**src/rtl/addsub_result_stage.sv**
```systemverilog
// rtl/addsub_result_stage.sv - flag-capturing 2-entry result FIFO behind the 4-bit adder/subtractor
// Optional sticky overflow flag: define ADDSUB_STICKY_OVF_EN.
module addsub_result_stage #(
  parameter int W  = 4,
  parameter int CW = 8
) (
  input  logic          clk_i,
  input  logic          rst_n_i,
  input  logic          in_valid_i,
  output logic          in_ready_o,
  input  logic [W-1:0]  in_result_i,
  input  logic          in_cout_i,
  input  logic          in_m_i,
  input  logic          in_a_msb_i,
  input  logic          in_b_msb_i,
  output logic          out_valid_o,
  input  logic          out_ready_i,
  output logic [W-1:0]  out_result_o,
  output logic          out_cout_o,
  output logic          out_borrow_o,
  output logic          out_ovf_o,
  output logic          out_zero_o,
`ifdef ADDSUB_STICKY_OVF_EN
  input  logic          clr_sticky_i,
  output logic          sticky_ovf_o,
`endif
  output logic [CW-1:0] op_count_o
);

  typedef struct packed {
    logic [W-1:0] result;
    logic         cout;
    logic         borrow;
    logic         ovf;
    logic         zero;
  } entry_t;

  typedef enum logic [1:0] {EMPTY, ONE, TWO} state_t;

  state_t        state_q, state_d;
  entry_t        head_q, head_d;
  entry_t        tail_q, tail_d;
  entry_t        new_entry;
  logic [CW-1:0] count_q, count_d;
  logic          push, pop;
  logic          sign_mismatch;

  assign in_ready_o  = (state_q != TWO);
  assign out_valid_o = (state_q != EMPTY);
  assign push        = in_valid_i & in_ready_o;
  assign pop         = out_valid_o & out_ready_i;

  // Overflow needs operand signs that match (add) or differ (sub), and a flipped result sign.
  assign sign_mismatch = (in_result_i[W-1] != in_a_msb_i);

  always_comb begin
    new_entry.result = in_result_i;
    new_entry.cout   = in_cout_i;
    new_entry.borrow = in_m_i & ~in_cout_i;
    new_entry.ovf    = in_m_i ? ((in_a_msb_i != in_b_msb_i) & sign_mismatch)
                              : ((in_a_msb_i == in_b_msb_i) & sign_mismatch);
    new_entry.zero   = ~|in_result_i;
  end

  // head_q drives out_* directly, so it keeps the last popped entry while empty.
  always_comb begin
    state_d = state_q;
    head_d  = head_q;
    tail_d  = tail_q;
    count_d = push ? count_q + {{(CW-1){1'b0}}, 1'b1} : count_q;
    case (state_q)
      EMPTY: begin
        if (push) begin
          head_d  = new_entry;
          state_d = ONE;
        end
      end
      ONE: begin
        if (push && pop) begin
          head_d = new_entry;
        end else if (push) begin
          tail_d  = new_entry;
          state_d = TWO;
        end else if (pop) begin
          state_d = EMPTY;
        end
      end
      TWO: begin
        if (pop) begin
          head_d  = tail_q;
          state_d = ONE;
        end
      end
      default: state_d = EMPTY;
    endcase
  end

  always_ff @(posedge clk_i or negedge rst_n_i) begin
    if (!rst_n_i) begin
      state_q <= EMPTY;
      head_q  <= '0;
      tail_q  <= '0;
      count_q <= '0;
    end else begin
      state_q <= state_d;
      head_q  <= head_d;
      tail_q  <= tail_d;
      count_q <= count_d;
    end
  end

  assign out_result_o = head_q.result;
  assign out_cout_o   = head_q.cout;
  assign out_borrow_o = head_q.borrow;
  assign out_ovf_o    = head_q.ovf;
  assign out_zero_o   = head_q.zero;
  assign op_count_o   = count_q;

`ifdef ADDSUB_STICKY_OVF_EN
  logic sticky_q, sticky_d;

  // An overflowing push beats a simultaneous clear.
  always_comb begin
    sticky_d = sticky_q;
    if (push && new_entry.ovf) begin
      sticky_d = 1'b1;
    end else if (clr_sticky_i) begin
      sticky_d = 1'b0;
    end
  end

  always_ff @(posedge clk_i or negedge rst_n_i) begin
    if (!rst_n_i) begin
      sticky_q <= 1'b0;
    end else begin
      sticky_q <= sticky_d;
    end
  end

  assign sticky_ovf_o = sticky_q;
`endif

endmodule
```
**config.mk**
```make
export PLATFORM = sky130hd
export DESIGN_NAME = addsub_result_stage
export DESIGN_NICKNAME = d
export VERILOG_FILES = /design/src/rtl/addsub_result_stage.sv
export SDC_FILE = /design/constraint.sdc
export NUM_CORES = 1
export LEC_CHECK = 0
export ABC_CLOCK_PERIOD_IN_PS = 1400
export CORE_MARGIN = 2
export CORE_UTILIZATION = 37
export DETAILED_ROUTE_END_ITERATION = 8
export PLACE_DENSITY_LB_ADDON = 0.12
export SYNTH_ARGS = -nofsm -noshare
export SYNTH_HDL_FRONTEND = slang
export SYNTH_SLANG_ARGS = --single-unit
```
**constraint.sdc**
```tcl
create_clock -name clk_i -period 1.4 [get_ports clk_i]
set_input_delay 0.28 -clock clk_i [delete_from_list [all_inputs] [get_ports clk_i]]
set_output_delay 0.28 -clock clk_i [all_outputs]
set_load 0.005 [all_outputs]
```
======== Word-level counts from Yosys, hierarchy flattened ========
Cells that the tools add are included.
operators by class
  mux-type cells .......................... 11
  eq/ne operators ......................... 11
  bitwise operators ....................... 7
  reduce and logical (&&, ||, !) cells .... 9
  $add $sub $neg .......................... 1
operator list
  kind                                                 count
  two-way mux 8 bit                                    3
  one-hot mux 8 bit (3 select lines)                   1
  two-way mux 2 bit                                    5
  != test 2 bit, second input constant                 5
  adder 8 x 1 -> 8 bit, second input constant          1
  AND reduction 4 bit                                  2
  one-hot mux 2 bit (3 select lines)                   1
  bitwise AND 1 bit                                    5
  OR reduction 4 bit                                   1
  != test 3 bit, second input constant                 1
  AND reduction 3 bit                                  1
  nonzero test 3 bit                                   1
  equality test 2 x 1 -> 1 bit, second input constant  1
  equality test 2 bit, second input constant           1
  zero test 2 bit                                      1
  != test 1 bit                                        2
  inverter 1 bit                                       2
  nonzero test 2 bit                                   1
  equality test 1 bit                                  1
  logical AND 1 bit                                    1
  zero test 1 bit                                      1
  two-way mux 1 bit                                    1
word-level totals
  bits of input ports ..................... 12
  flip-flop bits (word level) ............. 26
  output and inout bits ................... 18
  word-level logic and storage cells ...... 51

======== Depth between registers and ports, before layout ========
Gate-level depths: netlist of run 1.
  word-level depth ........................ 6
  mapped depth ............................ 5
  mapped depth without buffers ............ 4

======== Worst setup path after synthesis of run 1 ========
OpenSTA, ideal clock, no wires.
  path type ............................... register to register
  start point ............................. register state_q[0]
  end point ............................... register head_q, in the netlist out_result_o[1]
  stages on the path, launching flop included .. 6
  library setup time ...................... 0.125 ns
  arrival ................................. 1.321 ns
  setup slack ............................. -0.046 ns
  clock period less this slack ............ 1.446 ns
  buffers on the path ..................... 2
  data required time ...................... 1.275 ns
  cell sequence ........................... dfrtp_1 nand2b_1 buf_6 buf_6 mux2_4 mux2_4
between the ends
  word-level cells in the longest chain between the ends .. 5
  elaborated cells between the ends (all ways) .. 14
  those cells by class .................... eq/ne (6); mux (1); bitwise (2); reduce/logical (5)
RTL lines
  item                                    RTL line  text
  start, declared                         40        state_t state_q, state_d;
  start signal, assigned                  105       state_q <= state_d;
  != test 2 bit *                         48        assign in_ready_o = (state_q != TWO);
  named net in_ready_o                    10        output logic in_ready_o,
  bitwise AND 1 bit *                     50        assign push = in_valid_i & in_ready_o;
  logical AND 1 bit                       79        if (push && pop) begin
  != test 2 bit (no source line)          -
  AND reduction 4 bit (no source line) *  -
  end signal, assigned                    101       head_q <= '0;
  end signal, assigned                    106       head_q <= head_d;
  end, declared                           41        entry_t head_q, head_d;
Mark *: on every way through the listed nets, which the timed path passes. The rest lies on a longest branch.
A chain may end at the register's enable or synchronous reset.

======== Worst setup path after layout of run 1 ========
  start point ............................. register state_q[0]
  end point ............................... register head_q, in the netlist out_result_o[2]
between the ends
  word-level cells in the longest chain between the ends .. 5
  elaborated cells between the ends (all ways) .. 14
  those cells by class .................... eq/ne (6); mux (1); bitwise (2); reduce/logical (5)
RTL lines
  item                                                 RTL line
  != test 2 bit or nonzero test 2 bit (tied branches)  48, 49
  bitwise AND 1 bit (on tied branches)                 50, 51
  logical AND 1 bit                                    79
  != test 2 bit (no source line)                       -
  AND reduction 4 bit (no source line)                 -
Parallel ways exist; a longest one is shown, timed or not.

==> flow_metrics.py, run 1 <==
metrics = {
    "critical_path": {
        "worstReg2RegEnd": "out_result_o[2]",
        "setup.worst_path.start": "state_q[0]",
        "critPathArrivalTime_ns": 1.67,
        "r2r-start": "state_q[0]",
        "cpPeakStageDelay_ns": 0.45,
        "required_ns": 1.62,
        "cp_max_fo": 4,
        "crit_path_top_delay_cell": "dfrtp_1",
        "worstSetupPathDepth": 5,
        "reg2reg_slack_ns": -0.05,
        "critPathCaptureType": "flop",
        "crit_end": "out_result_o[2]",
        "reg2reg_depth": 5,
        "path_cells": "buf_6 > nand3b_1 > o21ai_4 > buf_6 > mux2_4",
        "cp_common_cell": "buf_6",
        "cp_top_family": "flip-flops",
        "critPathKind": "reg -> reg",
        "worstPathBufferInverterCount": 2,
        "start_kind": "flop",
    },
    "placement": {
        "gp_congestion": 0.6963,
        "dp_hpwl_um": 1732,
        "io_buffers": 29,
    },
    "power": {
        "clockPowerShare_pct": 16.8,
        "p_switching_uw": 858.1,
        "p_sw_share_pct": 28.05,
        "cellPowerDensity_nw_per_um2": 1595,
        "p_leak_nw": 0.9058,
        "ir_drop_v": 0.0007471,
        "internal_power_mw": 2.201,
        "p_comb_share_pct": 43.7,
        "seqPwrFrac_pct": 39.4,
    },
    "yosys": {
        "synth_nets": 108,
        "yosysSeqAreaShare_pct": 52.26,
        "synth_area_um2": 1245,
        "synth.area.top_cells": "dfrtp_1, mux2_2, xnor2_1, mux2_4, nand4_1",
        "avgSynthCellArea_um2": 13.10,
        "synthDominantAreaCellType": "dfrtp_1",
        "synth_warnings": 0,
        "synth-seq-cells": 26,
        "synth_top_area_share_pct": 52.26,
        "syn_inst": 95,
        "ys_types": 30,
    },
    "global_routing": {
        "grt_pass1_wl_um": 4043,
        "grt_pass1_vias": 868,
        "antenna_found_initial": 0,
        "grt.overflow.total": 0,
        "grt_max_degree": 27,
        "grt_usage_pct": 14.59,
    },
    "timing": {
        "fmax_mhz": 688.6,
        "period_minus_slack_ns": 1.452,
        "finalSetupViolations": 15,
        "fin_worst_skew_ns": 0.01137,
        "tightest_slew_ns": 0.2817,
        "fin_ws_ns": -0.05228,
        "slew_headroom_pct": 81.05,
        "holdWs_ns": 0.2893,
        "rsz0062_at_grt": "yes",
        "final_max_slew_viol_count": 0,
        "timing.final.crit_share_pct": 103.7,
        "finalHoldViolations": 0,
    },
    "floorplan": {
        "die_h_um": 62.01,
        "core_area_um2": 3284,
        "rows": 21,
        "die_x_um": 62.01,
        "dieArea_um2": 3845,
        "start_util_pct": 37.90,
        "io_pins": 30,
    },
    "clock_tree": {
        "cts.sinks": 26,
        "cts-buffers-inserted": 3,
        "hold_buffers": 0,
        "cts.path.max_buffers": 2,
        "h-tree-depth": 1,
        "clk_pin_slew_ns": 0.15,
        "tritoncts": "yes",
        "clk_latency_ns": 0.32,
        "cts_root_buffer": "clkbuf_4",
    },
    "drt": {
        "ant_nets": 0,
        "routedWlPerCell_um": 13.64,
        "vias": 933,
        "vias_per_cell": 4.760,
        "dr.first_iter.drc_count": 32,
        "drc_errors": 0,
        "drt-total-wl_um": 2673,
        "drt_pass1_iterations": 2,
    },
    "final_layout": {
        "syn_to_final_growth_pct": 54.07,
        "nFillCells": 294,
        "drive_above_1_share_pct": 41.33,
        "num-nets-final": 164,
        "n_antenna_cell": 0,
        "fin_util_pct": 58.40,
    },
    "outcome": {
        "run_status": "complete, but fails checks",
        "violations": "negative setup slack",
    },
    "min_path": {
        "hp-class": "in -> async",
    },
    "run": {
        "cap_violations": 0,
    },
}
==> routing by layer <==
metal / up-vias / GRT usage (%) / part of all wire, %
met4: 0 / 6.383 / 0.79
met2: 13 / 22.32 / 48
met1: 468 / 20.31 / 48
li1: 450 / - / -
met3: 2 / 2.484 / 2.9
met5: - / 0 / 0
==> flip-flops by register name, indices dropped and copies added, names as in the netlist <==
signal and count:
out_ovf_o 1, out_borrow_o 1, op_count_o 8, out_zero_o 1, out_cout_o 1, out_result_o 4, tail_q 8, state_q 2
==> worst register-to-register path, stage by stage, from the launching register on <==
cell and delay, ns:
dfrtp_1 0.45, buf_6 0.14, nand3b_1 0.21, o21ai_4 0.12, buf_6 0.14, mux2_4 0.29
==> worst min path at each step <==
stage               slack, ns             to     startpoint  cells after the start
floorplan               -0.02  op_count_o[0]        rst_n_i                      0
detailed placement       0.47  op_count_o[7]  op_count_o[7]                      1
finish                   0.29     state_q[1]        rst_n_i                      2
CTS                      0.28      tail_q[0]        rst_n_i                      2
global placement         0.46  op_count_o[7]  op_count_o[7]                      1
global route             0.28      tail_q[0]        rst_n_i                      2
==> cell usage in the layout (no fill, tap or decap), types with 2 or more instances in the layout <==
cell             instances
mux2_4                  10
dfrtp_1                 25
nand4_1                  4
buf_8                    2
and2_1                   2
nor2b_1                  3
mux2_2                  12
nor2_1                   2
buf_4                   18
buf_6                    5
dlygate4sd2_1           16
and3_1                   2
clkdlybuf4s50_1         11
clkbuf_4                 3
xnor2_1                  9
==> cell usage after synthesis (all sizes together) <==
| cell | count |
|---|---|
| nor2 | 2 |
| clkbuf | 1 |
| and3 | 2 |
| a211oi | 1 |
| dfrtp | 26 |
| o211a | 1 |
| or2 | 1 |
| a21oi | 1 |
| nand2b | 2 |
| nor4b | 1 |
| and4 | 1 |
| nand2 | 2 |
| o21bai | 1 |
| nor4 | 1 |
| buf | 3 |
| ha | 1 |
| nand3 | 1 |
| inv | 1 |
| o21ai | 2 |
| nand3b | 1 |
| and2 | 2 |
| mux2i | 1 |
| nand4 | 4 |
| xnor2 | 9 |
| and4bb | 1 |
| mux2 | 22 |
| nor2b | 4 |
==> what timing repair did <==
item / in CTS / in global routing
resized for setup: 30 / 20
pin swaps: 0 / 2
buffers inserted: 10 / 3
endpoints found under the setup margin: 32 / 11
gates cloned: 0 / 1
==> metrics by stage <==
stage / power [mW] / setup WS (ns) / cells / setup TNS (ns) / instance area [um^2]
finish: 3.059 / -0.05228 / 196 / -0.6064 / 1918
detailed placement: 2.344 / -0.3359 / 178 / -5.454 / 1670
floorplan: 1.755 / -0.03198 / 95 / -0.06702 / 1252
global placement: 2.314 / -0.3364 / 178 / -5.203 / 1670
CTS: 2.906 / -0.09424 / 192 / -0.6299 / 1787
global route: 3.256 / -0.1054 / 196 / -1.306 / 1918
==> logic make-up (layout without fill, tap and decap cells) <==
logic type / Yosys count / count (layout) / share of synthesized area (%)
mux: 23 / 23 / 21.31
simple gates: 25 / 25 / 12.66
fa+ha+maj: 1 / 1 / 1.005
compound gates: 6 / 6 / 3.517
buf+inv: 5 / 60 / 2.913
xor+xnor: 9 / 9 / 6.332
flops: 26 / 26 / 52.26
==> final cells by class <==
| type | count | area (um^2) | area share, % |
|---|---|---|---|
| repair buffers | 55 | 521.8 | 27.20 |
| multi-input cells | 64 | 630.6 | 32.88 |
| flip-flops and latches | 26 | 651.9 | 33.99 |
| well taps | 46 | 57.56 | 3.001 |
| inverters | 1 | 3.754 | 0.1957 |
| clock buffers | 3 | 22.52 | 1.174 |
| clock inverters | 1 | 30.03 | 1.566 |
==> power groups by stage <==
stage / clock, mW / sequential, mW / combinational, mW
floorplan: 0 / 1.25 / 0.504
global placement: 0 / 1.26 / 1.05
detailed placement: 0 / 1.28 / 1.07
CTS: 0.535 / 1.20 / 1.17
global route: 0.555 / 1.25 / 1.45
finish: 0.515 / 1.21 / 1.34
No activity file was read; power rests on OpenSTA's default activity.
==> inputs of run 2 (changes only) <==
--- a/config.mk
+++ b/config.mk
@@ -10,6 +10,7 @@
 export CORE_UTILIZATION = 37
 export DETAILED_ROUTE_END_ITERATION = 8
 export PLACE_DENSITY_LB_ADDON = 0.12
+export SLEW_MARGIN = 20
 export SYNTH_ARGS = -nofsm -noshare
 export SYNTH_HDL_FRONTEND = slang
 export SYNTH_SLANG_ARGS = --single-unit
==> results of run 2 <==
Final layout, timing and power as in run 1 (identical DEF).
